File: src/rtl/leg_alu_issue_stage_if.sv
// leg_alu_issue_stage_if: issue-stage bus covering the instruction input, register file, writeback and ALU sides
interface leg_alu_issue_stage_if #(parameter int ADDR_W = 3);
  logic              in_valid, in_ready;
  logic [7:0]        in_opcode, in_arg1, in_arg2, in_dest;
  logic [ADDR_W-1:0] rf_raddr1, rf_raddr2;
  logic [7:0]        rf_rdata1, rf_rdata2;
  logic              wb_valid;
  logic [ADDR_W-1:0] wb_addr;
  logic [7:0]        wb_data;
  logic              alu_valid, alu_ready;
  logic [7:0]        alu_opcode, alu_in1, alu_in2, alu_dest;
  modport master (
    output in_valid, in_opcode, in_arg1, in_arg2, in_dest, rf_rdata1, rf_rdata2,
           wb_valid, wb_addr, wb_data, alu_ready,
    input  in_ready, rf_raddr1, rf_raddr2, alu_valid, alu_opcode, alu_in1, alu_in2, alu_dest
  );
  modport slave (
    input  in_valid, in_opcode, in_arg1, in_arg2, in_dest, rf_rdata1, rf_rdata2,
           wb_valid, wb_addr, wb_data, alu_ready,
    output in_ready, rf_raddr1, rf_raddr2, alu_valid, alu_opcode, alu_in1, alu_in2, alu_dest
  );
endinterface

File: src/rtl/leg_alu_issue_stage.sv
// leg_alu_issue_stage: resolves operands with writeback forwarding and issues them to the ALU through a snooping 2-entry skid buffer
module leg_alu_issue_stage #(
  parameter int ADDR_W = 3,
  parameter int CNT_W  = 16
) (
  input  logic                 clk,
  input  logic                 rst,
  input  logic                 flush,
  leg_alu_issue_stage_if.slave bus,
  output logic [CNT_W-1:0]     stall_cnt
);
  typedef struct packed {
    logic [7:0]        op, in1, in2, dest;
    logic [ADDR_W-1:0] s1, s2;
    logic              r1, r2;
  } ent_t;
  ent_t main_q, skid_q, main_s, skid_s, new_e;
  logic main_v, skid_v, accept, xfer, to_skid;
  function automatic ent_t snoop(ent_t e, logic wv, logic [ADDR_W-1:0] wa, logic [7:0] wd);
    ent_t r;
    r = e;
    r.in1 = (wv && e.r1 && e.s1 == wa) ? wd : e.in1;
    r.in2 = (wv && e.r2 && e.s2 == wa) ? wd : e.in2;
    return r;
  endfunction
  assign bus.rf_raddr1  = bus.in_arg1[ADDR_W-1:0];
  assign bus.rf_raddr2  = bus.in_arg2[ADDR_W-1:0];
  assign bus.in_ready   = !skid_v && !rst;
  assign bus.alu_valid  = main_v;
  assign bus.alu_opcode = main_q.op;
  assign bus.alu_in1    = main_q.in1;
  assign bus.alu_in2    = main_q.in2;
  assign bus.alu_dest   = main_q.dest;
  assign accept  = bus.in_valid && bus.in_ready;
  assign xfer    = main_v && bus.alu_ready;
  assign to_skid = accept && main_v && !xfer;
  // Resolve the incoming operands (immediate, forwarded writeback, or register file) and snoop held entries
  always_comb begin
    new_e.op   = bus.in_opcode;
    new_e.dest = bus.in_dest;
    new_e.s1   = bus.in_arg1[ADDR_W-1:0];
    new_e.s2   = bus.in_arg2[ADDR_W-1:0];
    new_e.r1   = !bus.in_opcode[7];
    new_e.r2   = !bus.in_opcode[6];
    new_e.in1  = bus.in_opcode[7] ? bus.in_arg1 :
                 (bus.wb_valid && bus.wb_addr == new_e.s1) ? bus.wb_data : bus.rf_rdata1;
    new_e.in2  = bus.in_opcode[6] ? bus.in_arg2 :
                 (bus.wb_valid && bus.wb_addr == new_e.s2) ? bus.wb_data : bus.rf_rdata2;
    main_s     = main_v ? snoop(main_q, bus.wb_valid, bus.wb_addr, bus.wb_data) : main_q;
    skid_s     = skid_v ? snoop(skid_q, bus.wb_valid, bus.wb_addr, bus.wb_data) : skid_q;
  end
  // FIFO-ordered main/skid update; main refills from skid first, then from the input
  always_ff @(posedge clk) begin
    if (rst) begin
      main_q <= '0;
      skid_q <= '0;
      main_v <= 1'b0;
      skid_v <= 1'b0;
    end else if (flush) begin
      main_v <= 1'b0;
      skid_v <= 1'b0;
    end else begin
      main_v <= (!main_v || xfer) ? (skid_v || accept) : 1'b1;
      main_q <= (!main_v || xfer) ? (skid_v ? skid_s : accept ? new_e : main_s) : main_s;
      skid_v <= skid_v ? !xfer : to_skid;
      skid_q <= skid_v ? skid_s : to_skid ? new_e : skid_q;
    end
  end
  // Count cycles where an instruction is offered but refused, saturating at all-ones
  always_ff @(posedge clk) begin
    if (rst) stall_cnt <= '0;
    else if (bus.in_valid && !bus.in_ready && !(&stall_cnt)) stall_cnt <= stall_cnt + 1'b1;
  end
endmodule

File: src/flat_wrapper.sv
// flat-port wrapper written by rule: the top's interface ports become plain ports
module leg_alu_issue_stage_flat 
#(
  parameter int ADDR_W = 3,
  parameter int CNT_W  = 16
)
  (clk, rst, flush, stall_cnt, bus_in_valid, bus_in_opcode, bus_in_arg1, bus_in_arg2, bus_in_dest, bus_rf_rdata1, bus_rf_rdata2, bus_wb_valid, bus_wb_addr, bus_wb_data, bus_alu_ready, bus_in_ready, bus_rf_raddr1, bus_rf_raddr2, bus_alu_valid, bus_alu_opcode, bus_alu_in1, bus_alu_in2, bus_alu_dest);
  leg_alu_issue_stage_if #(.ADDR_W(ADDR_W)) bus_i ();
  input  logic clk;
  input  logic rst;
  input  logic flush;
  output logic [CNT_W-1:0] stall_cnt;
  input wire logic [$bits(bus_i.in_valid)-1:0] bus_in_valid;
  input wire logic [$bits(bus_i.in_opcode)-1:0] bus_in_opcode;
  input wire logic [$bits(bus_i.in_arg1)-1:0] bus_in_arg1;
  input wire logic [$bits(bus_i.in_arg2)-1:0] bus_in_arg2;
  input wire logic [$bits(bus_i.in_dest)-1:0] bus_in_dest;
  input wire logic [$bits(bus_i.rf_rdata1)-1:0] bus_rf_rdata1;
  input wire logic [$bits(bus_i.rf_rdata2)-1:0] bus_rf_rdata2;
  input wire logic [$bits(bus_i.wb_valid)-1:0] bus_wb_valid;
  input wire logic [$bits(bus_i.wb_addr)-1:0] bus_wb_addr;
  input wire logic [$bits(bus_i.wb_data)-1:0] bus_wb_data;
  input wire logic [$bits(bus_i.alu_ready)-1:0] bus_alu_ready;
  output wire logic [$bits(bus_i.in_ready)-1:0] bus_in_ready;
  output wire logic [$bits(bus_i.rf_raddr1)-1:0] bus_rf_raddr1;
  output wire logic [$bits(bus_i.rf_raddr2)-1:0] bus_rf_raddr2;
  output wire logic [$bits(bus_i.alu_valid)-1:0] bus_alu_valid;
  output wire logic [$bits(bus_i.alu_opcode)-1:0] bus_alu_opcode;
  output wire logic [$bits(bus_i.alu_in1)-1:0] bus_alu_in1;
  output wire logic [$bits(bus_i.alu_in2)-1:0] bus_alu_in2;
  output wire logic [$bits(bus_i.alu_dest)-1:0] bus_alu_dest;
  assign bus_i.in_valid = bus_in_valid;
  assign bus_i.in_opcode = bus_in_opcode;
  assign bus_i.in_arg1 = bus_in_arg1;
  assign bus_i.in_arg2 = bus_in_arg2;
  assign bus_i.in_dest = bus_in_dest;
  assign bus_i.rf_rdata1 = bus_rf_rdata1;
  assign bus_i.rf_rdata2 = bus_rf_rdata2;
  assign bus_i.wb_valid = bus_wb_valid;
  assign bus_i.wb_addr = bus_wb_addr;
  assign bus_i.wb_data = bus_wb_data;
  assign bus_i.alu_ready = bus_alu_ready;
  assign bus_in_ready = bus_i.in_ready;
  assign bus_rf_raddr1 = bus_i.rf_raddr1;
  assign bus_rf_raddr2 = bus_i.rf_raddr2;
  assign bus_alu_valid = bus_i.alu_valid;
  assign bus_alu_opcode = bus_i.alu_opcode;
  assign bus_alu_in1 = bus_i.alu_in1;
  assign bus_alu_in2 = bus_i.alu_in2;
  assign bus_alu_dest = bus_i.alu_dest;
  leg_alu_issue_stage #(.ADDR_W(ADDR_W), .CNT_W(CNT_W)) u_core (.clk(clk), .rst(rst), .flush(flush), .bus(bus_i), .stall_cnt(stall_cnt));
endmodule
File: config.mk
export PLATFORM = sky130hd
export DESIGN_NAME = leg_alu_issue_stage_flat
export DESIGN_NICKNAME = d
export VERILOG_FILES = /design/src/rtl/leg_alu_issue_stage_if.sv /design/src/rtl/leg_alu_issue_stage.sv /design/src/flat_wrapper.sv
export SDC_FILE = /design/constraint.sdc
export NUM_CORES = 1
export LEC_CHECK = 0
export ABC_AREA = 1
export BUFFER_PORTS_ARGS = -buffer_cell sky130_fd_sc_hd__clkbuf_2
export CORE_UTILIZATION = 50
export CTS_BUF_LIST = sky130_fd_sc_hd__clkbuf_8 sky130_fd_sc_hd__clkbuf_16
export DETAILED_ROUTE_END_ITERATION = 8
export PLACE_DENSITY = 0.8
export SYNTH_ARGS = -nofsm -noshare
export SYNTH_HDL_FRONTEND = slang
export SYNTH_SLANG_ARGS = --single-unit
File: constraint.sdc
create_clock -name clk -period 1.7 [get_ports clk]
set_input_delay 0.17 -clock clk [delete_from_list [all_inputs] [get_ports clk]]
set_output_delay 0.17 -clock clk [all_outputs]
set_load 0.05 [all_outputs]
==> results.yml <==
synth:
  synth_flop_cell: "dfxtp_1"
  syn-instance-count: 890
  seq_area_frac_synth_pct: 33.52
  avgSynthCellArea_um2: 6.577
  syn_nets: 956
  async_reset_ff_share_pct: 0
  synth_compound_area_share_pct: 20.78
  synth_xor_area_share_pct: 1.496
  synth_top_family_by_area: "simple AND/OR/NAND/NOR gates"
  synth_edf_count: 0
  ys_ff_latch: 98
  synth_cell_type_count: 36
  synth_simple_gate_area_share_pct: 28.56
  synth-adder-area-share_pct: 0.2138
  yosysWarnings: 0
  synth.cell_area_um2: 5853
  synthMuxAreaShare_pct: 0
die:
  io_pins: 121
  num_rows: 39
  dieArea_um2: 12140
  start_util_pct: 51.26
  core_um2: 11420
  chipHeight_um: 110.2
  die_width_um: 110.2
power_and_ir_drop:
  p_sw_mw: 1.604
  power.density_nw_per_um2: 801.7
  netSwitchingFraction_pct: 28.79
  p_leak_nw: 3.074
  p_comb_share_pct: 15.9
  cellInternalPower_mw: 3.968
  ir_drop_v: 0.0004572
  seq_power_share_pct: 43.0
  p_clk_share_pct: 41.2
  total_power_mw: 5.572
cts:
  cts-root-buf: "clkbuf_16"
  clk_latency_ps: 350
  clock_path_buffers: 2
  cts_hold_buf: 0
  clk_pin_slew_ps: 70
  cts-htree-levels: 3
  cts_tree: "yes"
  numCtsBuffers: 9
  cts_sinks: 98
worst_setup_path:
  crit_top_cell: "buf_4"
  r2r_cells: 8
  worst-path-buf-inv: 2
  crit_chain: "ha_2 > nand3_2 > nor3_4 > buf_4 > a31oi_2 > buf_4 > o21ai_0 > a21oi_1"
  reg2reg_from: "u_core.stall_cnt[0]$_SDFFE_PP0P_"
  cp_slowest_cell: "dfxtp_4"
  cp_num_cells: 8
  r2r_slack_ps: 20
  critical_path_required_ps: 1950
  arrival_ps: 1930
  reg2reg_to: "u_core.stall_cnt[0]$_SDFFE_PP0P_"
  critical_path_class: "reg2reg"
  cp_max_fo: 5
  cp-end-kind: "register"
  crit_family: "flip-flops"
  setup.worst_path.start_class: "register"
  critPathMaxStageDelay_ps: 360
min_path:
  whs_endpoint: "u_core.skid_q[34]$_SDFFE_PP0P_"
  hp-start: "bus_in_opcode[2]"
  hold_depth: 3
  hold_path.class: "in2reg"
sta:
  fmax_mhz: 594.9
  setup-violations-final: 0
  hold_viol: 0
  finalClockSkew_ps: 7.689
  period_needed_ps: 1681
  fin_crit_sh_pct: 98.88
  layout_setup_ws_ps: 18.99
  maxSlewViolCount: 0
  tns_ps: 0
  maxSlewHeadroom_pct: 65.71
  worstMarginPinSlew_ps: 513.7
  rsz0062_at_grt: "yes"
finish:
  multi_input_area_um2: 3049
  layout_commonest_cell: "nand2_1"
  regArea_um2: 1982
  fill_cells: 1058
  final_cell_mix: "nand2_1, clkbuf_2, nand3_1"
  final_nets: 1055
  syn_to_final_growth_pct: 18.75
  drive_gt1_share_pct: 24.25
  stdcell_count: 1137
  num_antenna_cells: 0
routing:
  via_count: 6270
  ant_nets: 0
  drc: 0
  drt_iter0_drc: 579
  dr.pass1.iters: 7
  wire_per_inst_um: 14.62
  viasPerCell: 5.515
  wirelength_um: 16630
global_routing:
  antenna_found_initial: 0
  grt_pass1_wl_um: 25620
  grt_overflow: 0
  grt_usage_pct: 27.15
  grt_max_degree: 49
  grt_pass1_vias: 5407
job:
  maxCapViolCount: 0
place:
  numPortBuffers: 120
  preCtsSetupSlack_ps: 84.93
  dpl.hpwl_um: 11350
  dp.cells: 1114
  gp_congestion: 0.8720
outcome:
  status: "finished, final reports clean"
-- tightest hold or removal path, cell delays in order --
cell	delay, ps
clkbuf_2	90
nor2_1	40
nor2_1	90
-- worst max path at each step --
stage,startpoint,end,slack (ps)
2_1_floorplan,u_core.skid_v$_SDFF_PP0_,u_core.main_q[4]$_SDFFE_PP0P_,-20
3_3_place_gp,bus_wb_addr[1],u_core.bus.alu_in2[0]$_SDFFE_PP0N_,160
3_5_place_dp,u_core.stall_cnt[0]$_SDFFE_PP0P_,u_core.stall_cnt[8]$_SDFFE_PP0P_,80
4_1_cts,u_core.stall_cnt[0]$_SDFFE_PP0P_,u_core.stall_cnt[8]$_SDFFE_PP0P_,70
5_1_grt,u_core.stall_cnt[0]$_SDFFE_PP0P_,u_core.stall_cnt[0]$_SDFFE_PP0P_,-50
6_report,u_core.stall_cnt[0]$_SDFFE_PP0P_,u_core.stall_cnt[0]$_SDFFE_PP0P_,20
-- area by class of cell --
class / instances / area share, %
Inverter: 111 / 6.031
Multi-Input combinational cell: 605 / 43.87
Sequential cell: 98 / 28.51
Tap cell: 143 / 2.574
Clock buffer: 10 / 3.438
Clock inverter: 6 / 1.278
Timing Repair Buffer: 164 / 14.29
-- per-stage QoR --
| stage | cell area [µm²] | utilization [%] | hold WS, ps |
|---|---|---|---|
| 2_1_floorplan | 5902 | - | 304.9 |
| 3_3_place_gp | 6539 | 57.27 | 416.2 |
| 3_5_place_dp | 6539 | 57.27 | 424.5 |
| 4_1_cts | 6867 | 60.14 | 57.23 |
| 5_1_grt | 6950 | 60.87 | 79.91 |
| 6_report | 6950 | 60.87 | 63.39 |
-- cell families (layout without fill, tap and decap cells) --
family / Yosys count / count (layout)
adders and majority gates: 1 / 1
AOI/OAI and AO/OA: 226 / 227
and+or+nand+nor: 367 / 367
xor gates and xnor gates: 10 / 10
DFF: 98 / 98
buffers and inverters: 188 / 291
-- power by group through the flow --
stage	Sequential [mW]	Clock (mW)	Combinational, mW
after floorplan	2.45	0	0.621
after global placement	2.45	0	0.853
after detailed placement	2.45	0	0.858
after CTS	2.39	2.31	0.863
after global routing	2.40	2.41	0.958
final	2.39	2.29	0.883
-- Yosys cell counts, types with 2 or more instances --
library cell	instances	area, µm²
a21oi_1	110	550.5
a21oi_4	2	32.53
a31oi_1	17	106.4
buf_1	2	7.510
buf_2	12	60.06
buf_4	42	315.3
buf_6	3	33.78
clkbuf_1	18	67.56
dfxtp_1	98	1962
inv_1	103	386.6
inv_2	7	26.28
nand2_1	178	668.1
nand2_2	2	12.51
nand2_4	3	33.78
nand3_1	109	545.5
nand4_1	2	12.51
nor2_1	43	161.4
nor2_2	6	37.54
nor2_4	2	22.52
nor2_8	2	40.04
nor3_1	6	30.03
nor3_4	2	32.53
o21ai_0	82	410.4
o22ai_1	10	62.56
or2_2	10	62.56
xnor2_1	2	17.52
xor2_1	8	70.07
-- layer usage --
metal	part of all wire [%]	vias up	global-route usage, %	routed length, µm
li1	-	3105	-	-
met5	0	-	0	0
met4	2.2	0	12.69	366
met1	44	2838	36.37	7260
met2	45	296	42.32	7550
met3	8.7	31	4.879	1448
-- what timing repair did --
item,CTS,global route
setup endpoints to repair,0,11
resized for setup,0,7
buffers inserted,0,6
-- state kept, by name, indices dropped and copies added, names as in the netlist --
name                   cells
u_core.bus.alu_dest        8
u_core.bus.alu_opcode      8
u_core.skid_q             40
u_core.bus.alu_in1         8
u_core.skid_v              1
u_core.main_q              8
u_core.stall_cnt          16
u_core.bus.alu_valid       1
u_core.bus.alu_in2         8
Note: power is estimated with default switching activity, not from simulation.
